**config.mk**
```make
export PLATFORM = sky130hd
export DESIGN_NAME = pixel_mem_axi4_slave
export DESIGN_NICKNAME = d
export VERILOG_FILES = /design/src/rtl/dvp_pxl_mem_pkg.sv /design/src/rtl/pixel_mem_addr_gen.sv /design/src/rtl/pixel_mem_axi4_slave.sv
export SDC_FILE = /design/constraint.sdc
export NUM_CORES = 1
export LEC_CHECK = 0
export CELL_PAD_IN_SITES_DETAIL_PLACEMENT = 1
export CELL_PAD_IN_SITES_GLOBAL_PLACEMENT = 1
export CORE_AREA = 2 2 222 224
export DETAILED_ROUTE_END_ITERATION = 8
export DIE_AREA = 0 0 224 226
export MAX_ROUTING_LAYER = met4
export PLACE_DENSITY_LB_ADDON = 0.1
export SETUP_SLACK_MARGIN = 0.15
export SYNTH_ARGS = -nofsm -noshare
export SYNTH_HDL_FRONTEND = slang
export SYNTH_SLANG_ARGS = --single-unit
```
**constraint.sdc**
```tcl
create_clock -name clk -period 10.62 [get_ports clk]
set_input_delay 1.062 -clock clk [delete_from_list [all_inputs] [get_ports clk]]
set_output_delay 1.062 -clock clk [all_outputs]
set_load 0.1 [all_outputs]
```
**src/rtl/dvp_pxl_mem_pkg.sv**
```systemverilog
// Shared constants for the pixel frame-buffer AXI4 write slave:
// B response codes, FSM state encoding and the per-beat byte shift.
package dvp_pxl_mem_pkg;

    localparam logic [1:0] RESP_OKAY   = 2'b00;
    localparam logic [1:0] RESP_SLVERR = 2'b10;

    localparam logic [1:0] IDLE = 2'd0;
    localparam logic [1:0] DATA = 2'd1;
    localparam logic [1:0] RESP = 2'd2;

    // One 256-bit beat spans 32 bytes.
    localparam int BEAT_SHIFT = 5;

    typedef struct packed {
        logic wr;
        logic err;
    } beat_chk_t;

endpackage

```
**src/rtl/pixel_mem_addr_gen.sv**
```systemverilog
// Beat address generation and per-beat error checks for the frame-buffer slave.
// Define PXL_MEM_WRAP_EN to make out-of-range beats wrap around the buffer.
module pixel_mem_addr_gen
    import dvp_pxl_mem_pkg::*;
#(
    parameter int                ADDR_W        = 32,
    parameter logic [ADDR_W-1:0] MEM_BASE_ADDR = 32'h8000_0000,
    parameter int                MEM_DEPTH     = 1024,
    parameter int                MEM_ADDR_W    = 10,
    parameter int                MAX_BEATS     = 256
) (
    input  logic                  clk,
    input  logic                  rst,
    input  logic                  aw_fire,
    input  logic [ADDR_W-1:0]     awaddr,
    input  logic                  beat_fire,
    output logic [MEM_ADDR_W-1:0] beat_addr,
    output beat_chk_t             beat_chk,
    output logic                  burst_err
);

    localparam int CNT_W = $clog2(MAX_BEATS + 1);
    localparam logic [CNT_W-1:0] MAX_CNT = CNT_W'(MAX_BEATS);

    logic [ADDR_W-1:0] base_word;
    logic [ADDR_W-1:0] cur_word;
    logic [CNT_W-1:0]  beat_cnt;
    logic              hdr_err;
    logic              over;
    logic              range_err;

    always_ff @(posedge clk or posedge rst) begin
        if (rst) begin
            base_word <= '0;
            beat_cnt  <= '0;
            hdr_err   <= 1'b0;
            burst_err <= 1'b0;
        end else if (aw_fire) begin
            base_word <= (awaddr - MEM_BASE_ADDR) >> BEAT_SHIFT;
            beat_cnt  <= '0;
            hdr_err   <= (awaddr < MEM_BASE_ADDR) || (awaddr[BEAT_SHIFT-1:0] != '0);
            burst_err <= 1'b0;
        end else if (beat_fire) begin
            // Counter saturates so every beat past the limit keeps reporting over.
            if (beat_cnt != MAX_CNT)
                beat_cnt <= beat_cnt + 1'b1;
            burst_err <= burst_err | beat_chk.err;
        end
    end

    assign cur_word  = base_word + ADDR_W'(beat_cnt);
    assign over      = (beat_cnt == MAX_CNT);
    assign beat_addr = cur_word[MEM_ADDR_W-1:0];

`ifdef PXL_MEM_WRAP_EN
    assign range_err = 1'b0;
`else
    assign range_err = (cur_word >= ADDR_W'(MEM_DEPTH));
`endif

    assign beat_chk.err = hdr_err | over | range_err;
    assign beat_chk.wr  = ~beat_chk.err;

endmodule

```
**src/rtl/pixel_mem_axi4_slave.sv**
```systemverilog
// AXI4 write-only slave turning pixel bursts (ended by WLAST) into frame-buffer
// SRAM writes, one B response per burst. PXL_MEM_WRAP_EN enables ring addressing.
module pixel_mem_axi4_slave
    import dvp_pxl_mem_pkg::*;
#(
    parameter int                DATA_W        = 256,
    parameter int                ADDR_W        = 32,
    parameter int                MST_ID_W      = 5,
    parameter int                TRANS_RESP_W  = 2,
    parameter logic [ADDR_W-1:0] MEM_BASE_ADDR = 32'h8000_0000,
    parameter int                MEM_DEPTH     = 1024,
    parameter int                MEM_ADDR_W    = 10,
    parameter int                MAX_BEATS     = 256
) (
    input  logic                    clk,
    input  logic                    rst,
    input  logic [MST_ID_W-1:0]     m_awid_i,
    input  logic [ADDR_W-1:0]       m_awaddr_i,
    input  logic                    m_awvalid_i,
    output logic                    m_awready_o,
    input  logic [DATA_W-1:0]       m_wdata_i,
    input  logic                    m_wlast_i,
    input  logic                    m_wvalid_i,
    output logic                    m_wready_o,
    output logic [MST_ID_W-1:0]     m_bid_o,
    output logic [TRANS_RESP_W-1:0] m_bresp_o,
    output logic                    m_bvalid_o,
    input  logic                    m_bready_i,
    output logic                    mem_wr_en_o,
    output logic [MEM_ADDR_W-1:0]   mem_addr_o,
    output logic [DATA_W-1:0]       mem_wdata_o
);

    logic [1:0]            state;
    logic                  aw_fire;
    logic                  w_fire;
    logic                  burst_err;
    logic [MEM_ADDR_W-1:0] beat_addr;
    beat_chk_t             beat_chk;

    // Ready outputs are only high in their own state, so no state qualifier is needed.
    assign aw_fire = m_awvalid_i & m_awready_o;
    assign w_fire  = m_wvalid_i & m_wready_o;

    pixel_mem_addr_gen #(
        .ADDR_W        (ADDR_W),
        .MEM_BASE_ADDR (MEM_BASE_ADDR),
        .MEM_DEPTH     (MEM_DEPTH),
        .MEM_ADDR_W    (MEM_ADDR_W),
        .MAX_BEATS     (MAX_BEATS)
    ) u_addr_gen (
        .clk       (clk),
        .rst       (rst),
        .aw_fire   (aw_fire),
        .awaddr    (m_awaddr_i),
        .beat_fire (w_fire),
        .beat_addr (beat_addr),
        .beat_chk  (beat_chk),
        .burst_err (burst_err)
    );

    always_ff @(posedge clk or posedge rst) begin
        if (rst) begin
            state       <= IDLE;
            m_awready_o <= 1'b0;
            m_wready_o  <= 1'b0;
            m_bvalid_o  <= 1'b0;
            m_bid_o     <= '0;
            m_bresp_o   <= '0;
            mem_wr_en_o <= 1'b0;
            mem_addr_o  <= '0;
            mem_wdata_o <= '0;
        end else begin
            mem_wr_en_o <= 1'b0;
            case (state)
                IDLE: begin
                    if (aw_fire) begin
                        m_awready_o <= 1'b0;
                        m_wready_o  <= 1'b1;
                        m_bid_o     <= m_awid_i;
                        state       <= DATA;
                    end else begin
                        m_awready_o <= 1'b1;
                    end
                end
                DATA: begin
                    if (w_fire) begin
                        mem_wr_en_o <= beat_chk.wr;
                        mem_addr_o  <= beat_addr;
                        mem_wdata_o <= m_wdata_i;
                        if (m_wlast_i) begin
                            m_wready_o <= 1'b0;
                            m_bvalid_o <= 1'b1;
                            // Last beat's own error is not yet folded into burst_err.
                            m_bresp_o  <= (burst_err | beat_chk.err) ?
                                          TRANS_RESP_W'(RESP_SLVERR) : TRANS_RESP_W'(RESP_OKAY);
                            state      <= RESP;
                        end
                    end
                end
                RESP: begin
                    if (m_bready_i) begin
                        m_bvalid_o  <= 1'b0;
                        m_awready_o <= 1'b1;
                        state       <= IDLE;
                    end
                end
                default: state <= IDLE;
            endcase
        end
    end

endmodule
```
==> results.tsv <==
metric	value	unit
status	finished clean	
cts-root-buf	clkbuf_16	
vias	9713	
ys_seq_area_share	61.8	%
drv_slew	0	
most-common-layout-cells	clkdlybuf4s50_1, dfrtp_1, mux2_2	
synthArstFlopShare	100	%
dpl.hpwl	36400	um
first_global_vias	10600	
hp-class	flip-flop to flip-flop	
ctsResizeCount	0	
critPathTopFamily	buffers and inverters	
design_area	20400	um^2
tns	0	ps
synth_nets	1239	
cp_common_cell	buf_4	
fin_nets	1818	
relSlewSlack	19.6	%
path_clk_slew	60	ps
finalHoldViolCount	0	
placementRows	81	
cp-start-kind	input pin	
slowest_stage	buf_4	
vias_per_cell	4.49	
grt_max_degree	140	
postRouteAntennaNets	0	
cp-end-kind	flip-flop	
max_stage_delay	870	ps
routed_wl	48200	um
synth-edff-count	0	
cts_sinks	316	
die_h	226	um
syn_area	12800	um^2
fmaxAchievable	0.238	GHz
hold_buffers	0	
core_area	48300	um^2
post_cts_buffers	0	
grt_overflow	0	
cts_buffers	39	
clock_skew	11.6	ps
cts_tree	yes	
use_met3	6.51	%
min_period	4200	ps
synth_top_cell_by_area	dfrtp_1	
wl_per_cell	22.3	um
area_growth	59.3	%
arrival	4630	ps
portBuffers	574	
start_util	26.5	%
synth-seq-cells	316	
ys_warn_count	0	
finalWorstSetupSlack	6420	ps
path_buf_inv	3	
critical_path_required	11040	ps
gp_congestion	0.818	
cts_buffer_depth	3	
finish.utilization	42.2	%
period_share	39.6	%
drt_first_pass_iters	4	
drc	0	
tightest_slew	1200	ps
crit_type	input pin to flip-flop	
die_width	224	um
die_area	50600	um^2
crit_chain	clkdlybuf4s50_1, nand3_4, buf_4, buf_4, mux2_2	
netlist.area_leader.share	61.8	%
ys.flop_type	dfrtp_1	
drv_cap	0	
worstPathMaxFanout	75	
finalSetupViolations	0	
clk_latency	550	ps
rsz0062_at_grt	false	
track_usage	19.3	%
drive_above_1_share	21.9	%
synthTopCellsByArea	dfrtp_1, mux2_2, nand2_1	
syn_inst	928	
h-tree-depth	2	
antenna_found_initial	10	
r2r_slack	6910	ps
io_pins	576	
top_usage_layer	met2	
final_common_cell	clkdlybuf4s50_1	
place_area	19200	um^2
initialDrtViolationCount	354	
grt_pass1_wl	70000	um
grtUsageMet1	21.2	%
ys_types	60	
avgSynthCellArea	13.8	um^2
grtUsageMet2	32.5	%
dp_slack	5730	ps
-- stage by stage --
step           std cells  hold WS (ps)
2_1_floorplan        928           450
3_3_place_gp        2088           466
3_5_place_dp        2088           474
4_1_cts             2153           488
5_1_grt             2163           494
6_report            2163           482
-- final timing paths --
| path | startpoint | end | depth (start not counted) |
|---|---|---|---|
| worst min-delay path | mem_addr_o[8] | mem_addr_o[8] | 2 |
| min in group asynchronous | rst | mem_wdata_o[95] | 2 |
| worst max register to register | state[0] | mem_wdata_o[131] | 5 |
| worst max-delay path | m_wvalid_i | mem_wdata_o[131] | 5 |
| worst min register to register | mem_addr_o[8] | mem_addr_o[8] | 2 |
| max in group asynchronous | rst | u_addr_gen.beat_cnt[1] | 4 |
-- cell type report --
class | count | area, um^2
Antenna cell | 10 | 25.0
Clock buffer | 58 | 1100
Clock inverter | 7 | 38.8
Fill cell | 5124 | 27900
Inverter | 10 | 45.0
Multi-Input combinational cell | 559 | 4700
Sequential cell | 316 | 7910
Tap cell | 622 | 778
Timing Repair Buffer | 581 | 5810
-- cells by family (layout without fill, tap and decap cells) --
logic type                 Yosys count  after routing  share of synthesized area (%)
muxes                              267            267                           23.5
AOI/OAI and AO/OA                   69             69                           3.70
other                                1             11                         0.0293
adders and majority gates           12             12                           1.23
xor gates and xnor gates            21             21                           1.44
DFF                                316            316                           61.8
and+or+nand+nor                    189            189                           6.72
buffers and inverters               53            656                           1.63
-- synthesized netlist by cell type, types with 2 or more instances --
library cell,instances
nor3_1,8
a2111oi_1,2
o41ai_1,2
and3_1,6
a21oi_1,8
nand2_1,101
or3_1,4
nor4b_1,2
mux2_2,265
mux2i_1,2
inv_1,10
a21oi_2,2
nand2b_1,3
nand3_1,16
clkbuf_1,35
buf_2,4
a22oi_1,2
buf_1,2
nand4_1,6
xnor2_1,8
xor2_1,13
and4_1,3
o21a_1,3
ha_1,11
o21ai_0,24
and2_1,4
dfrtp_1,316
o31ai_1,2
o2111ai_1,2
a21o_1,4
a31o_2,2
o211ai_1,2
nor2b_1,2
nor2_1,26
-- tightest hold or removal path: cells and delay by family, from the launching register on --
family	cells	cell delay (ps)
flops	1	340
compound gates	1	60
simple gates	1	50
-- flip-flops by register name, indices dropped and copies added, names as in the netlist --
signal / flops
m_bvalid_o: 1
m_wready_o: 1
mem_wdata_o: 256
m_awready_o: 1
m_bid_o: 5
u_addr_gen.beat_cnt: 9
u_addr_gen.burst_err: 1
u_addr_gen.hdr_err: 1
mem_addr_o: 10
m_bresp_o: 1
mem_wr_en_o: 1
state: 2
u_addr_gen.base_word: 27
-- metal layers --
metal  vias up  routed length (um)
li1       4416                   -
met1      4907               18300
met2       324               24900
met3        66                3800
met4         0                1210
met5         -                   0
Power is left out: the tool's default activity adds up to more than one toggle a clock period on the data nets, which glitch-free logic cannot reach.
